<file path="config.mk">
export PLATFORM = sky130hd
export DESIGN_NAME = lcd_hd44780_ctrl
export DESIGN_NICKNAME = d
export VERILOG_FILES = /design/src/rtl/lcd_pkg.sv /design/src/rtl/lcd_tick_gen.sv /design/src/rtl/lcd_hd44780_ctrl.sv
export SDC_FILE = /design/constraint.sdc
export NUM_CORES = 1
export LEC_CHECK = 0
export ABC_AREA = 1
export BUFFER_PORTS_ARGS = -buffer_cell sky130_fd_sc_hd__buf_2
export CAP_MARGIN = 15
export CORE_ASPECT_RATIO = 0.8
export CORE_UTILIZATION = 54
export DETAILED_ROUTE_END_ITERATION = 10
export HOLD_SLACK_MARGIN = 0.08
export PLACE_DENSITY = 0.76
export SYNTH_ARGS = -nofsm -noshare
export SYNTH_HDL_FRONTEND = slang
export SYNTH_SLANG_ARGS = --single-unit
</file>
<file path="constraint.sdc">
create_clock -name clk -period 2.1 [get_ports clk]
set_input_delay 0.105 -clock clk [delete_from_list [all_inputs] [get_ports clk]]
set_output_delay 0.105 -clock clk [all_outputs]
set_load 0.01 [all_outputs]
</file>
<file path="src/rtl/lcd_pkg.sv">
// Shared definitions for the HD44780 controller: command bytes, FSM states,
// init-step ordering and the DDRAM line-base lookup.
package lcd_pkg;

  localparam logic [7:0] WAKE          = 8'h30;
  localparam logic [7:0] NIB_4BIT      = 8'h20;
  localparam logic [7:0] FUNC_SET_8_2L = 8'h38;
  localparam logic [7:0] FUNC_SET_8_1L = 8'h30;
  localparam logic [7:0] FUNC_SET_4_2L = 8'h28;
  localparam logic [7:0] FUNC_SET_4_1L = 8'h20;
  localparam logic [7:0] DISP_OFF      = 8'h08;
  localparam logic [7:0] CLEAR         = 8'h01;
  localparam logic [7:0] ENTRY_INC     = 8'h06;
  localparam logic [7:0] DISP_ON       = 8'h0C;
  localparam logic [7:0] SET_DDRAM     = 8'h80;
  localparam logic [7:0] NEWLINE       = 8'h0A;

  typedef enum logic [2:0] {
    S_PWRUP,
    S_INIT,
    S_IDLE,
    S_SETUP,
    S_EHIGH,
    S_HOLD,
    S_WAIT
  } lcd_state_e;

  typedef enum logic [3:0] {
    ST_WAKE1,
    ST_WAKE2,
    ST_WAKE3,
    ST_NIB4,
    ST_FUNC,
    ST_DOFF,
    ST_CLEAR,
    ST_ENTRY,
    ST_DON
  } init_step_e;

  // Lines 2 and 3 of a 4-line panel continue lines 0 and 1 in DDRAM.
  function automatic logic [6:0] line_base(input logic [1:0] line, input int cols);
    case (line)
      2'd0:    line_base = 7'h00;
      2'd1:    line_base = 7'h40;
      2'd2:    line_base = 7'(cols);
      default: line_base = 7'(cols + 'h40);
    endcase
  endfunction

endpackage

</file>
<file path="src/rtl/lcd_tick_gen.sv">
// Prescaler: one-clk tick every CLK_DIV clocks, counter restarts at 0 on reset.
module lcd_tick_gen #(
  parameter int CLK_DIV = 1024
) (
  input  logic clk,
  input  logic reset,
  output logic tick
);

  localparam int CW = (CLK_DIV > 1) ? $clog2(CLK_DIV) : 1;

  logic [CW-1:0] cnt_q, cnt_d;

  assign tick = (cnt_q == CW'(CLK_DIV - 1));

  always_comb begin
    cnt_d = cnt_q + CW'(1);
    if (tick) cnt_d = '0;
  end

  always_ff @(posedge clk) begin
    if (reset) cnt_q <= '0;
    else       cnt_q <= cnt_d;
  end

endmodule

</file>
<file path="src/rtl/lcd_hd44780_ctrl.sv">
// HD44780 character-LCD controller: power-up wait, init sequence, character
// writes with cursor tracking / line wrap, newline and clear, 8- or 4-bit bus.
module lcd_hd44780_ctrl
  import lcd_pkg::*;
#(
  parameter int CLK_DIV     = 1024,
  parameter int BUS_4BIT    = 0,
  parameter int LINES       = 2,
  parameter int COLS        = 16,
  parameter int PWRUP_TICKS = 20,
  parameter int CMD_WAIT    = 1,
  parameter int CLR_WAIT    = 40
) (
  input  logic       clk,
  input  logic       reset,
  input  logic       wr_valid,
  input  logic [7:0] wr_char,
  output logic       wr_ready,
  input  logic       clear_req,
  output logic       init_done,
  output logic       busy,
  output logic       lcd_rs,
  output logic       lcd_rw,
  output logic       lcd_e,
  output logic [7:0] lcd_data
);

  localparam logic [7:0] FUNC_SET = (BUS_4BIT != 0)
    ? ((LINES > 1) ? FUNC_SET_4_2L : FUNC_SET_4_1L)
    : ((LINES > 1) ? FUNC_SET_8_2L : FUNC_SET_8_1L);

  lcd_state_e  state_q, state_d;
  init_step_e  step_q, step_d;
  logic [15:0] cnt_q, cnt_d;
  logic [7:0]  byte_q, byte_d;
  logic        rs_q, rs_d;
  logic        nib_hi_q, nib_hi_d;
  logic        single_q, single_d;
  logic        clr_q, clr_d;
  logic        pend_q, pend_d;
  logic [1:0]  line_q, line_d;
  logic [5:0]  col_q, col_d;
  logic        done_q, done_d;

  logic        tick;
  logic [1:0]  line_nx;
  logic [15:0] wait_len;
  logic [3:0]  nib;

  lcd_tick_gen #(.CLK_DIV(CLK_DIV)) u_tick (
    .clk   (clk),
    .reset (reset),
    .tick  (tick)
  );

  function automatic logic [7:0] init_byte(input init_step_e s);
    case (s)
      ST_WAKE1, ST_WAKE2, ST_WAKE3: init_byte = WAKE;
      ST_NIB4:  init_byte = NIB_4BIT;
      ST_FUNC:  init_byte = FUNC_SET;
      ST_DOFF:  init_byte = DISP_OFF;
      ST_CLEAR: init_byte = CLEAR;
      ST_ENTRY: init_byte = ENTRY_INC;
      default:  init_byte = DISP_ON;
    endcase
  endfunction

  function automatic init_step_e next_step(input init_step_e s);
    case (s)
      ST_WAKE1: next_step = ST_WAKE2;
      ST_WAKE2: next_step = ST_WAKE3;
      ST_WAKE3: next_step = (BUS_4BIT != 0) ? ST_NIB4 : ST_FUNC;
      ST_NIB4:  next_step = ST_FUNC;
      ST_FUNC:  next_step = ST_DOFF;
      ST_DOFF:  next_step = ST_CLEAR;
      ST_CLEAR: next_step = ST_ENTRY;
      default:  next_step = ST_DON;
    endcase
  endfunction

  assign line_nx  = (line_q == 2'(LINES - 1)) ? 2'd0 : line_q + 2'd1;
  assign wait_len = clr_q ? 16'(CLR_WAIT) : 16'(CMD_WAIT);
  assign nib      = nib_hi_q ? byte_q[7:4] : byte_q[3:0];

  // Handshake: a request (wr_valid or clear_req) is taken on any clk edge where
  // wr_ready=1; clear_req wins and leaves wr_valid pending. SETUP then runs to
  // the next tick, so ready returns after 3+WAIT tick pulses.
  always_comb begin
    state_d  = state_q;
    step_d   = step_q;
    cnt_d    = cnt_q;
    byte_d   = byte_q;
    rs_d     = rs_q;
    nib_hi_d = nib_hi_q;
    single_d = single_q;
    clr_d    = clr_q;
    pend_d   = pend_q;
    line_d   = line_q;
    col_d    = col_q;
    done_d   = done_q;
    case (state_q)
      S_PWRUP: if (tick) begin
        if (cnt_q >= 16'(PWRUP_TICKS - 1)) begin
          cnt_d   = '0;
          state_d = S_INIT;
        end else begin
          cnt_d = cnt_q + 16'd1;
        end
      end
      S_INIT: if (tick) begin
        byte_d   = init_byte(step_q);
        rs_d     = 1'b0;
        clr_d    = (step_q == ST_CLEAR);
        single_d = (BUS_4BIT != 0) && (step_q == ST_WAKE1 || step_q == ST_WAKE2 ||
                                       step_q == ST_WAKE3 || step_q == ST_NIB4);
        nib_hi_d = 1'b1;
        state_d  = S_SETUP;
      end
      S_IDLE: begin
        if (clear_req) begin
          byte_d   = CLEAR;
          rs_d     = 1'b0;
          clr_d    = 1'b1;
          single_d = 1'b0;
          nib_hi_d = 1'b1;
          pend_d   = 1'b0;
          line_d   = 2'd0;
          col_d    = '0;
          state_d  = S_SETUP;
        end else if (wr_valid) begin
          clr_d    = 1'b0;
          single_d = 1'b0;
          nib_hi_d = 1'b1;
          state_d  = S_SETUP;
          if (wr_char == NEWLINE) begin
            byte_d = SET_DDRAM | {1'b0, line_base(line_nx, COLS)};
            rs_d   = 1'b0;
            pend_d = 1'b0;
            line_d = line_nx;
            col_d  = '0;
          end else begin
            byte_d = wr_char;
            rs_d   = 1'b1;
            if (col_q == 6'(COLS - 1)) begin
              pend_d = 1'b1;
              line_d = line_nx;
              col_d  = '0;
            end else begin
              pend_d = 1'b0;
              col_d  = col_q + 6'd1;
            end
          end
        end
      end
      S_SETUP: if (tick) state_d = S_EHIGH;
      S_EHIGH: if (tick) state_d = S_HOLD;
      S_HOLD: if (tick) begin
        if ((BUS_4BIT != 0) && !single_q && nib_hi_q) begin
          nib_hi_d = 1'b0;
          state_d  = S_SETUP;
        end else begin
          cnt_d   = '0;
          state_d = S_WAIT;
        end
      end
      S_WAIT: if (tick) begin
        if (cnt_q + 16'd1 >= wait_len) begin
          cnt_d = '0;
          if (!done_q) begin
            if (step_q == ST_DON) begin
              done_d  = 1'b1;
              state_d = S_IDLE;
            end else begin
              step_d  = next_step(step_q);
              state_d = S_INIT;
            end
          end else if (pend_q) begin
            byte_d   = SET_DDRAM | {1'b0, line_base(line_q, COLS)};
            rs_d     = 1'b0;
            clr_d    = 1'b0;
            single_d = 1'b0;
            nib_hi_d = 1'b1;
            pend_d   = 1'b0;
            state_d  = S_SETUP;
          end else begin
            state_d = S_IDLE;
          end
        end else begin
          cnt_d = cnt_q + 16'd1;
        end
      end
      default: state_d = S_PWRUP;
    endcase
  end

  always_ff @(posedge clk) begin
    if (reset) begin
      state_q  <= S_PWRUP;
      step_q   <= ST_WAKE1;
      cnt_q    <= '0;
      byte_q   <= '0;
      rs_q     <= 1'b0;
      nib_hi_q <= 1'b1;
      single_q <= 1'b0;
      clr_q    <= 1'b0;
      pend_q   <= 1'b0;
      line_q   <= '0;
      col_q    <= '0;
      done_q   <= 1'b0;
    end else begin
      state_q  <= state_d;
      step_q   <= step_d;
      cnt_q    <= cnt_d;
      byte_q   <= byte_d;
      rs_q     <= rs_d;
      nib_hi_q <= nib_hi_d;
      single_q <= single_d;
      clr_q    <= clr_d;
      pend_q   <= pend_d;
      line_q   <= line_d;
      col_q    <= col_d;
      done_q   <= done_d;
    end
  end

  assign lcd_e     = (state_q == S_EHIGH);
  assign lcd_rs    = rs_q;
  assign lcd_rw    = 1'b0;
  assign lcd_data  = (BUS_4BIT != 0) ? {nib, 4'h0} : byte_q;
  assign wr_ready  = (state_q == S_IDLE);
  assign busy      = ~wr_ready;
  assign init_done = done_q;

endmodule

</file>
### After elaboration in Yosys (flattened, before gate mapping)

Memories as Yosys holds them, arrays and structs flattened. A register that Yosys moved wholly into a read port is not among the register bits.
Index checks and enable logic that the tools add are counted.

* memory bits (read-only): 48
* memories: 1
* input bits: 12
* word-level logic and storage cells: 139
* output and inout bits: 14
* flip-flop bits (word level): 53

* mux-type cells: 68
* eq/ne operators: 31
* magnitude comparators: 2
* add/subtract/negate cells: 4
* bitwise logic cells: 3
* reduce and logical (&&, ||, !) cells: 19

Memory list
* (name not given): words 8, bits a word 6, rd ports 1, clocked after Yosys merged registers in 1, write ports 0, line lcd_hd44780_ctrl.sv:57 `case (s)`

Operators by type and width (number)
* $mux W16: 5
* $mux W8: 9
* $pmux W16 S3: 1
* $pmux W7 S3: 2
* $mux W3: 13
* $mux W6: 5
* $pmux W4 S6: 1
* $pmux W8 S3: 1
* $mux W1: 21
* $pmux W3 S7: 1
* $ne A2 B2 Y1 const B: 9
* $add A16 B1 Y16 const B: 1
* $ge A16 B5 Y1 const B: 1
* $ge A16 B6 Y1: 1
* $eq A4 B3 Y1 const B: 3
* $mux W2: 6
* $add A10 B1 Y10 const B: 1
* $eq A10 B10 Y1 const B: 1
* $reduce_and A5 Y1: 2
* $eq A3 B3 Y1 const B: 3
* $reduce_and A9 Y1: 1
* $reduce_bool A3 Y1: 3
* $eq A4 B2 Y1 const B: 2
* $eq A8 B4 Y1 const B: 1
* 23 further kinds: 33

### Depth between registers and ports, before layout

Gate-level depths: netlist of the first run.

* depth after elaboration: 8
* depth in mapped cells: 18

### Modules after synthesis

Synthesis of the first run repeated with hierarchy kept, for this count alone.

* cell total of the unflattened synthesis: 475
* area, all modules: 3233.1 µm²

By module, submodules not included
* lcd_hd44780_ctrl: area an instance 2771.4 µm², sequential area each 960.9 µm², instances 1, cells an instance 416
* lcd_tick_gen: area an instance 461.7 µm², sequential area each 200.2 µm², instances 1, cells an instance 59

### Worst setup path after synthesis of the first run

Ideal clock, no wire load.

* path type: flip-flop to flip-flop
* start: reg cnt_q[4]
* end: reg byte_q[3] (netlist: lcd_data[3])
* slack: -18 ps
* buffers on the path: 1
* cell stages (with the launch flop): 17
* data required time: 1984 ps
* arrival time: 2002 ps
* setup time: 116 ps
* path through: dfxtp_1 > nand2_4 > nor2_2 > xor2_1 > inv_1 > ha_1 > inv_1 > nand3_1 > nor2_1 > nand2_1 > nor2_4 > nand3_2 > nand2_2 > inv_2 > buf_6 > nor2_2 > nor2_1

* longest elaborated chain between the ends: 4

Ends and longest elaborated chain
* from (decl): line lcd_hd44780_ctrl.sv:34 `logic [15:0] cnt_q, cnt_d;`
* from (signal assigned): line lcd_hd44780_ctrl.sv:213 `cnt_q <= cnt_d;`
* $add A16 B1 Y16: line lcd_hd44780_ctrl.sv:167 `if (cnt_q + 16'd1 >= wait_len) begin`
* $ge A16 B6 Y1: line lcd_hd44780_ctrl.sv:167
* $ne A2 B2 Y1 (no source line)
* $reduce_and A7 Y1 (no source line)
* to (signal assigned): line lcd_hd44780_ctrl.sv:214 `byte_q <= byte_d;`
* to (decl): line lcd_hd44780_ctrl.sv:35 `logic [7:0] byte_q, byte_d;`

No other way between the ends.
A chain may end at the register's enable or synchronous reset.

### Worst setup path in the final report of the first run

* start: reg cnt_q[0]
* end: reg rs_q (netlist: lcd_rs)

* longest elaborated chain between the ends: 4

Ends and longest elaborated chain
* $add A16 B1 Y16: line lcd_hd44780_ctrl.sv:167
* $ge A16 B6 Y1: line lcd_hd44780_ctrl.sv:167
* $ne A2 B2 Y1 (no source line)
* $reduce_and A7 Y1 (no source line)
* to (signal assigned): line lcd_hd44780_ctrl.sv:215 `rs_q <= rs_d;`
* to (decl): line lcd_hd44780_ctrl.sv:36 `logic rs_q, rs_d;`

No other way between the ends.

==> results of run 1 <==
-- tightest hold or removal path, delay by kind of cell --
kind	cells	cell delay (ns)
simple gates	3	0.19
compound gates	1	0.07
buf+inv	1	0.09
-- repair_timing --
item	4_1_cts	5_1_grt
hold buffers	0	0
endpoints found under the setup margin	16	26
gates resized for setup	15	23
buffers inserted	2	5
pin swaps	7	2
-- Yosys cell counts, drive strengths merged --
cell / number / area share [%]
nand2: 99 / 12
nor2: 79 / 12
inv: 61 / 7.2
dfxtp: 58 / 37
nand3: 31 / 5.4
o21ai: 31 / 5.0
a21oi: 28 / 4.4
nor3: 20 / 3.1
nand4: 14 / 2.8
ha: 6 / 2.4
buf: 4 / 0.98
clkbuf: 4 / 0.47
o211ai: 4 / 0.94
or2: 4 / 0.79
xor2: 3 / 0.83
a31oi: 2 / 0.39
a32o: 2 / 0.63
nor3b: 2 / 0.47
nor4: 2 / 0.39
a211oi: 1 / 0.24
a221oi: 1 / 0.47
a31o: 1 / 0.28
a41oi: 1 / 0.28
conb: 1 / 0.12
o2111ai: 1 / 0.28
o21a: 1 / 0.24
o21bai: 1 / 0.24
o22ai: 1 / 0.20
xnor2: 1 / 0.28
-- power by group --
part           internal [uW]  switching (uW)
clock network            544             449
registers               1100            3.96
logic                   21.3            41.0
-- state kept, by name, summed over array words and instances (netlist names), 2 cells and up, named ones only --
name and cells:
lcd_data 8, line_q 2, step_q 4, state_q 3
u_tick.cnt_q 10, col_q 6, cnt_q 16
-- per-layer routing --
layer | vias to the layer above | share of wire (%) | wire length, um
met2 | 86 | 45 | 3530
met4 | 0 | 0.94 | 74
met1 | 1437 | 49 | 3850
met5 | - | 0 | 0
li1 | 1642 | - | -
met3 | 7 | 5.2 | 413
-- final timing paths --
| check | endpoint |
|---|---|
| setup / recovery | lcd_rs |
| hold reg to reg | u_tick.cnt_q[0] |
| hold / removal | lcd_data[3] |
| setup reg to reg | lcd_rs |
-- final cells by class --
cell class | instances | area (um2) | share of cell area, %
multi-input combinational | 337 | 1860 | 47.8
sequential | 58 | 1170 | 30.1
timing repair buffer | 53 | 342 | 8.78
inverter | 61 | 231 | 5.95
clock buffer | 11 | 131 | 3.38
tap | 78 | 97.6 | 2.51
clock inverter | 5 | 55.1 | 1.42
-- cells by family (layout without fill, tap and decap cells) --
kind of cell	count (synthesis)	in the layout	synth area share, %
AO/OA/AOI/OAI	75	75	13.6
AND/OR/NAND/NOR	251	251	37.7
flip-flops	58	58	36.5
XOR/XNOR	4	4	1.10
adder cells (fa/ha/maj)	6	6	2.36
buffers and inverters	69	130	8.65
other	1	1	0.118
-- metrics by stage --
| step | cell area, um2 | std cells | hold WS, ns | util (%) | setup TNS, ns |
|---|---|---|---|---|---|
| 6_report | 3890 | 603 | 0.149 | 70.0 | -0.678 |
| 2_1_floorplan | 3180 | 464 | 0.318 | - | 0 |
| 3_3_place_gp | 3520 | 580 | 0.443 | 63.4 | 0 |
| 3_5_place_dp | 3520 | 580 | 0.450 | 63.4 | -0.157 |
| 5_1_grt | 3890 | 603 | 0.182 | 70.0 | -3.31 |
| 4_1_cts | 3780 | 598 | 0.153 | 68.0 | -0.00947 |
==> results.sh, run 1 <==
export IMPL_crit_path_end_kind="flip-flop"
export IMPL_dpl_worst_slack_ns=-0.0812
export IMPL_remaining_drc_errors=0
export IMPL_clock_skew_ns=0.00816
export IMPL_gr_max_usage_layer="met2"
export IMPL_place_congestion=0.898
export IMPL_grt_use_met3_pct=5.60
export IMPL_fin_crit_ns=2.18
export IMPL_ys_seq_elements=58
export IMPL_num_rows=24
export IMPL_path_class="flip-flop to flip-flop"
export IMPL_ant_nets=0
export IMPL_fin_crit_sh_pct=104
export IMPL_nets=538
export IMPL_root_buffer="clkbuf_8"
export IMPL_final_cell_mix="nand2_1 (91), inv_1 (53), dfxtp_1 (53)"
export IMPL_ys_types=41
export IMPL_dr_pass1_iters=5
export IMPL_grt_antenna_before_repair=0
export IMPL_die_w_um=87.8
export IMPL_vias=3172
export IMPL_reg2reg_setup_slack_ns=-0.08
export IMPL_grt_use_total_pct=27.1
export IMPL_peakVddDrop_v=0.000414
export IMPL_die_y_um=70.6
export IMPL_drtIter0Drc=360
export IMPL_ys_seq_area_share_pct=36.5
export IMPL_max_freq_mhz=458
export IMPL_final_common_cell="nand2_1"
export IMPL_synthCells=464
export IMPL_overflow=0
export IMPL_setup_violations=18
export IMPL_cp_top_family="simple AND/OR/NAND/NOR gates"
export IMPL_coreArea_um2=5560
export IMPL_netlist_area_um2=3180
export IMPL_r2r_cells=14
export IMPL_clockBufferDepth=2
export IMPL_crit_cells=14
export IMPL_numCtsBuffers=9
export IMPL_p_leak_uw=0.00159
export IMPL_drive_above_1_share_pct=25.0
export IMPL_whs_path_depth=5
export IMPL_fillers=462
export IMPL_syn_to_final_growth_pct=22.3
export IMPL_hpwl_um=5690
export IMPL_synth_warnings=0
export IMPL_io_buffers=24
export IMPL_path_buf_inv=3
export IMPL_antenna_cells=0
export IMPL_drv_cap=0
export IMPL_synth_net_count=482
export IMPL_io_pins=26
export IMPL_hold_path_class="input port to flip-flop"
export IMPL_clock_latency_ns=0.33
export IMPL_cts_tree="built"
export IMPL_worstPathMaxFanout=4
export IMPL_max_stage_delay_ns=0.38
export IMPL_p_total_uw=2160
export IMPL_cp_arrival_ns=2.41
export IMPL_start_util_pct=57.3
export IMPL_grt_pass1_wl_um=13000
export IMPL_status="finished with violations"
export IMPL_worst_slack_ns=-0.0845
export IMPL_die_area_um2=6200
export IMPL_wl_um=7870
export IMPL_clkTransAtPathRegs_ns=0.07
export IMPL_violations="setup timing"
export IMPL_met2_usage_pct=40.7
export IMPL_p_per_area_nw_per_um2=556
export IMPL_rsz0062_at_grt="true"
export IMPL_reg2reg_from="cnt_q[0]"
export IMPL_grt_util_met1_pct=38.8
export IMPL_min_delay_start="wr_char[3]"
export IMPL_crit_start="cnt_q[0]"
export IMPL_grt_max_degree=21
export IMPL_via_per_inst=5.26
export IMPL_grt_pass1_vias=2826
export IMPL_hold_violations=0
export IMPL_drv_slew=0
export IMPL_crit_path_cell_trace="nand3_4 -> nor2_4 -> xor2_1 -> inv_1 -> ha_2 -> nand2_1 -> nand2_1 -> nor2_4 -> buf_4 -> nand3_4 -> nand2_4 -> buf_4 -> o21ai_0 -> nor2_1"
export IMPL_wl_per_cell_um=13.0
export IMPL_cts_sinks=58
export IMPL_slowest_stage="dfxtp_4"
export IMPL_required_ns=2.33
export IMPL_htreeDepth=3
export IMPL_worstSetupStartpointType="flip-flop"
export IMPL_avgSynthCellArea_um2=6.85
Note: power is estimated with default switching activity, not from simulation.
==> run 2, diff against run 1 <==
- GPL_TIMING_DRIVEN: not set -> 0
- SYNTH_HIERARCHICAL: not set -> 1
==> run 2 against run 1 <==
The run still ends with setup timing left. Register-to-register slack better by 0.05 ns. Hold slack worse by 0.041 ns. Synthesized area up 1.7%. Count of clock-buffer cells in the layout up 1. Sequential power about the same. Synthesized cell count up 2.4%. Critical path depth up 1. First-iteration DRC count down 15%. Critical endpoint is now step_q[3]. Highest routed layer unchanged.
==> results.sh, run 2 <==
export IMPL_p_leak_uw=0.00169
export IMPL_status="finished with violations"
export IMPL_dpl_worst_slack_ns=-0.269
export IMPL_worst_slack_ns=-0.0346
export IMPL_hold_violations=0
export IMPL_die_area_um2=6300
export IMPL_ys_seq_elements=58
export IMPL_cts_sinks=58
export IMPL_p_total_uw=2030
export IMPL_overflow=0
export IMPL_netlist_area_um2=3230
export IMPL_multiInputGateArea_um2=1980
export IMPL_place_congestion=0.876
export IMPL_violations="setup timing"
export IMPL_die_w_um=88.5
export IMPL_syn_to_final_growth_pct=23.3
export IMPL_drv_cap=0
export IMPL_coreArea_um2=5620
export IMPL_io_pins=26
export IMPL_dpl_cell_area_um2=3450
export IMPL_grt_antenna_before_repair=0
export IMPL_die_y_um=71.2
export IMPL_top_register="cnt_q"
export IMPL_grt_pass1_vias=2713
export IMPL_start_util_pct=57.6
export IMPL_rsz0062_at_grt="true"
export IMPL_finalNonFillerCells=610
export IMPL_worstSetupStartpointType="flip-flop"
export IMPL_clock_skew_ns=0.00848
export IMPL_drive_above_1_share_pct=25.4
export IMPL_required_ns=2.33
export IMPL_avgSynthCellArea_um2=6.81
export IMPL_clkTransAtPathRegs_ns=0.07
export IMPL_clock_latency_ns=0.35
export IMPL_synth_top_area_share_pct=35.9
export IMPL_vias=3301
export IMPL_setup_violations=8
export IMPL_path_class="flip-flop to flip-flop"
export IMPL_fillers=463
export IMPL_r2r_end="step_q[3]"
export IMPL_cp_arrival_ns=2.37
export IMPL_p_per_area_nw_per_um2=508
export IMPL_reg2reg_from="cnt_q[0]"
export IMPL_ys_types=41
export IMPL_synth_edf_count=0
export IMPL_final_common_cell="nand2_1"
export IMPL_peakVddDrop_v=0.000411
export IMPL_post_route_util_pct=71.0
export IMPL_regArea_um2=1180
export IMPL_async_flop_share_pct=0
export IMPL_root_buffer="clkbuf_8"
export IMPL_largest_register_ffs=16
export IMPL_wl_per_cell_um=13.2
export IMPL_dp_cells=577
export IMPL_hpwl_um=5420
export IMPL_ant_nets=0
export IMPL_min_delay_start="clear_req"
export IMPL_antenna_cells=0
export IMPL_cpMostUsedCell="nand2_1"
export IMPL_worstPathMaxFanout=7
export IMPL_min_to="col_q[1]"
export IMPL_slew_headroom_pct=52.6
export IMPL_tightest_slew_ns=0.708
export IMPL_cts_tree="built"
export IMPL_grt_max_degree=11
export IMPL_ys_seq_area_share_pct=35.9
export IMPL_slowest_stage="dfxtp_4"
export IMPL_synth_net_count=493
export IMPL_drtIter0Drc=305
export IMPL_via_per_inst=5.41
export IMPL_max_freq_mhz=468
export IMPL_grt_use_total_pct=25.7
export IMPL_synthCells=475
export IMPL_htreeDepth=3
export IMPL_ys_flop_type="dfxtp_1"
export IMPL_nets=546
export IMPL_io_buffers=24
export IMPL_dr_pass1_iters=7
export IMPL_r2r_cells=15
export IMPL_synth_top_cells_by_count="nand2_1 (118), dfxtp_1 (58), inv_1 (55)"
export IMPL_crit_path_cell_trace="ha_4 -> nand3_2 -> nor2_4 -> buf_6 -> nand3_1 -> nand2_1 -> nand2_1 -> nand3_1 -> nor2_2 -> nand2_4 -> nand3_4 -> buf_4 -> buf_4 -> nand2_1 -> o22ai_1"
export IMPL_whs_path_depth=4
export IMPL_num_rows=24
export IMPL_synth_most_common_cell="nand2_1"
export IMPL_hold_path_class="input port to flip-flop"
export IMPL_crit_path_end_kind="flip-flop"
export IMPL_max_stage_delay_ns=0.38
export IMPL_remaining_drc_errors=0
export IMPL_fin_area_um2=3990
export IMPL_synth_warnings=6
export IMPL_clockBufferDepth=2
export IMPL_fin_crit_sh_pct=102
export IMPL_numCtsBuffers=9
export IMPL_fin_crit_ns=2.13
export IMPL_grt_pass1_wl_um=12400
export IMPL_drv_slew=0
export IMPL_reg2reg_setup_slack_ns=-0.03
export IMPL_wl_um=8030
export IMPL_final_cell_mix="nand2_1 (107), inv_1 (53), dfxtp_1 (50)"
export IMPL_synthTopCellsByArea="dfxtp_1 (36%), nand2_1 (14%), inv_1 (6.4%)"
export IMPL_synth_top_cell_by_area="dfxtp_1"
run 2: cell types whose count changed after synthesis, moves of 3 or more:
| cell | before | now |
|---|---|---|
| o21ai_0 | 28 | 19 |
| nor2_2 | 18 | 8 |
| nand3b_1 | 0 | 3 |
| a211oi_1 | 1 | 4 |
| nor3_1 | 20 | 14 |
| nand3_2 | 1 | 4 |
| nand3_1 | 29 | 32 |
| nand2_1 | 93 | 118 |
| nor2_1 | 54 | 51 |
run 2: cell families (layout without fill, tap and decap cells):
logic type,after synthesis,count (layout),share of synthesized area [%]
AND/OR/NAND/NOR,266,266,39.4
buffers and inverters,70,127,8.59
AO/OA/AOI/OAI,66,66,11.5
flip-flops,58,58,35.9
XOR/XNOR,8,8,2.17
adder cells (fa/ha/maj),6,6,2.32
other,1,1,0.116
run 2: how the worst max path moves through the flow:
stage              from           to  slack (ns)
5_1_grt        cnt_q[1]    step_q[3]       -0.17
3_5_place_dp   cnt_q[3]  lcd_data[5]       -0.27
3_3_place_gp   cnt_q[2]  lcd_data[5]       -0.21
6_report       cnt_q[0]    step_q[3]       -0.03
2_1_floorplan  cnt_q[3]  lcd_data[5]        0.01
4_1_cts        cnt_q[2]  lcd_data[5]      -0.009
run 2: critical path, delay by kind of cell, from the launching register on:
kind / cells / cell delay [ns]
compound gates: 1 / 0.07
fa+ha+maj: 1 / 0.17
buf+inv: 3 / 0.44
flops: 1 / 0.38
simple gates: 10 / 0.92
run 2: what timing repair did:
item | in CTS | in global routing
endpoints found under the hold margin | 1 | 0
cloned | 0 | 1
hold buffers | 1 | 0
gates resized for setup | 25 | 42
setup endpoints to repair | 39 | 40
buffers inserted | 11 | 6
pin swaps | 7 | 13
run 2: area by class of cell:
cell class,instances,area share (%)
multi-input cells,347,49.7
flip-flops and latches,58,29.6
repair buffers,43,7.37
inverters,61,5.93
clock buffers,12,3.39
well taps,78,2.45
plain buffers,8,1.16
clock inverters,3,0.439
run 2: where the power goes:
group          switching [uW]  leakage (uW)  internal, uW
sequential               4.53      0.000472          1100
clock                     437     0.0000762           418
combinational            41.8       0.00114          23.8
total                     483       0.00169          1540
run 2: metal layers:
layer / part of all wire, % / GRT usage (%) / vias up
met1: 47 / 37.2 / 1490
met4: 1.5 / 6.63 / 0
met2: 45 / 37.5 / 138
li1: - / - / 1656
met5: 0 / 0 / -
met3: 6.5 / 7.26 / 17
run 2: stage by stage:
stage | TNS, ns | hold slack (ns)
6_report | -0.107 | 0.108
5_1_grt | -2.77 | 0.121
4_1_cts | -0.0134 | 0.101
3_5_place_dp | -6.99 | 0.432
3_3_place_gp | -4.73 | 0.433
2_1_floorplan | 0 | 0.293
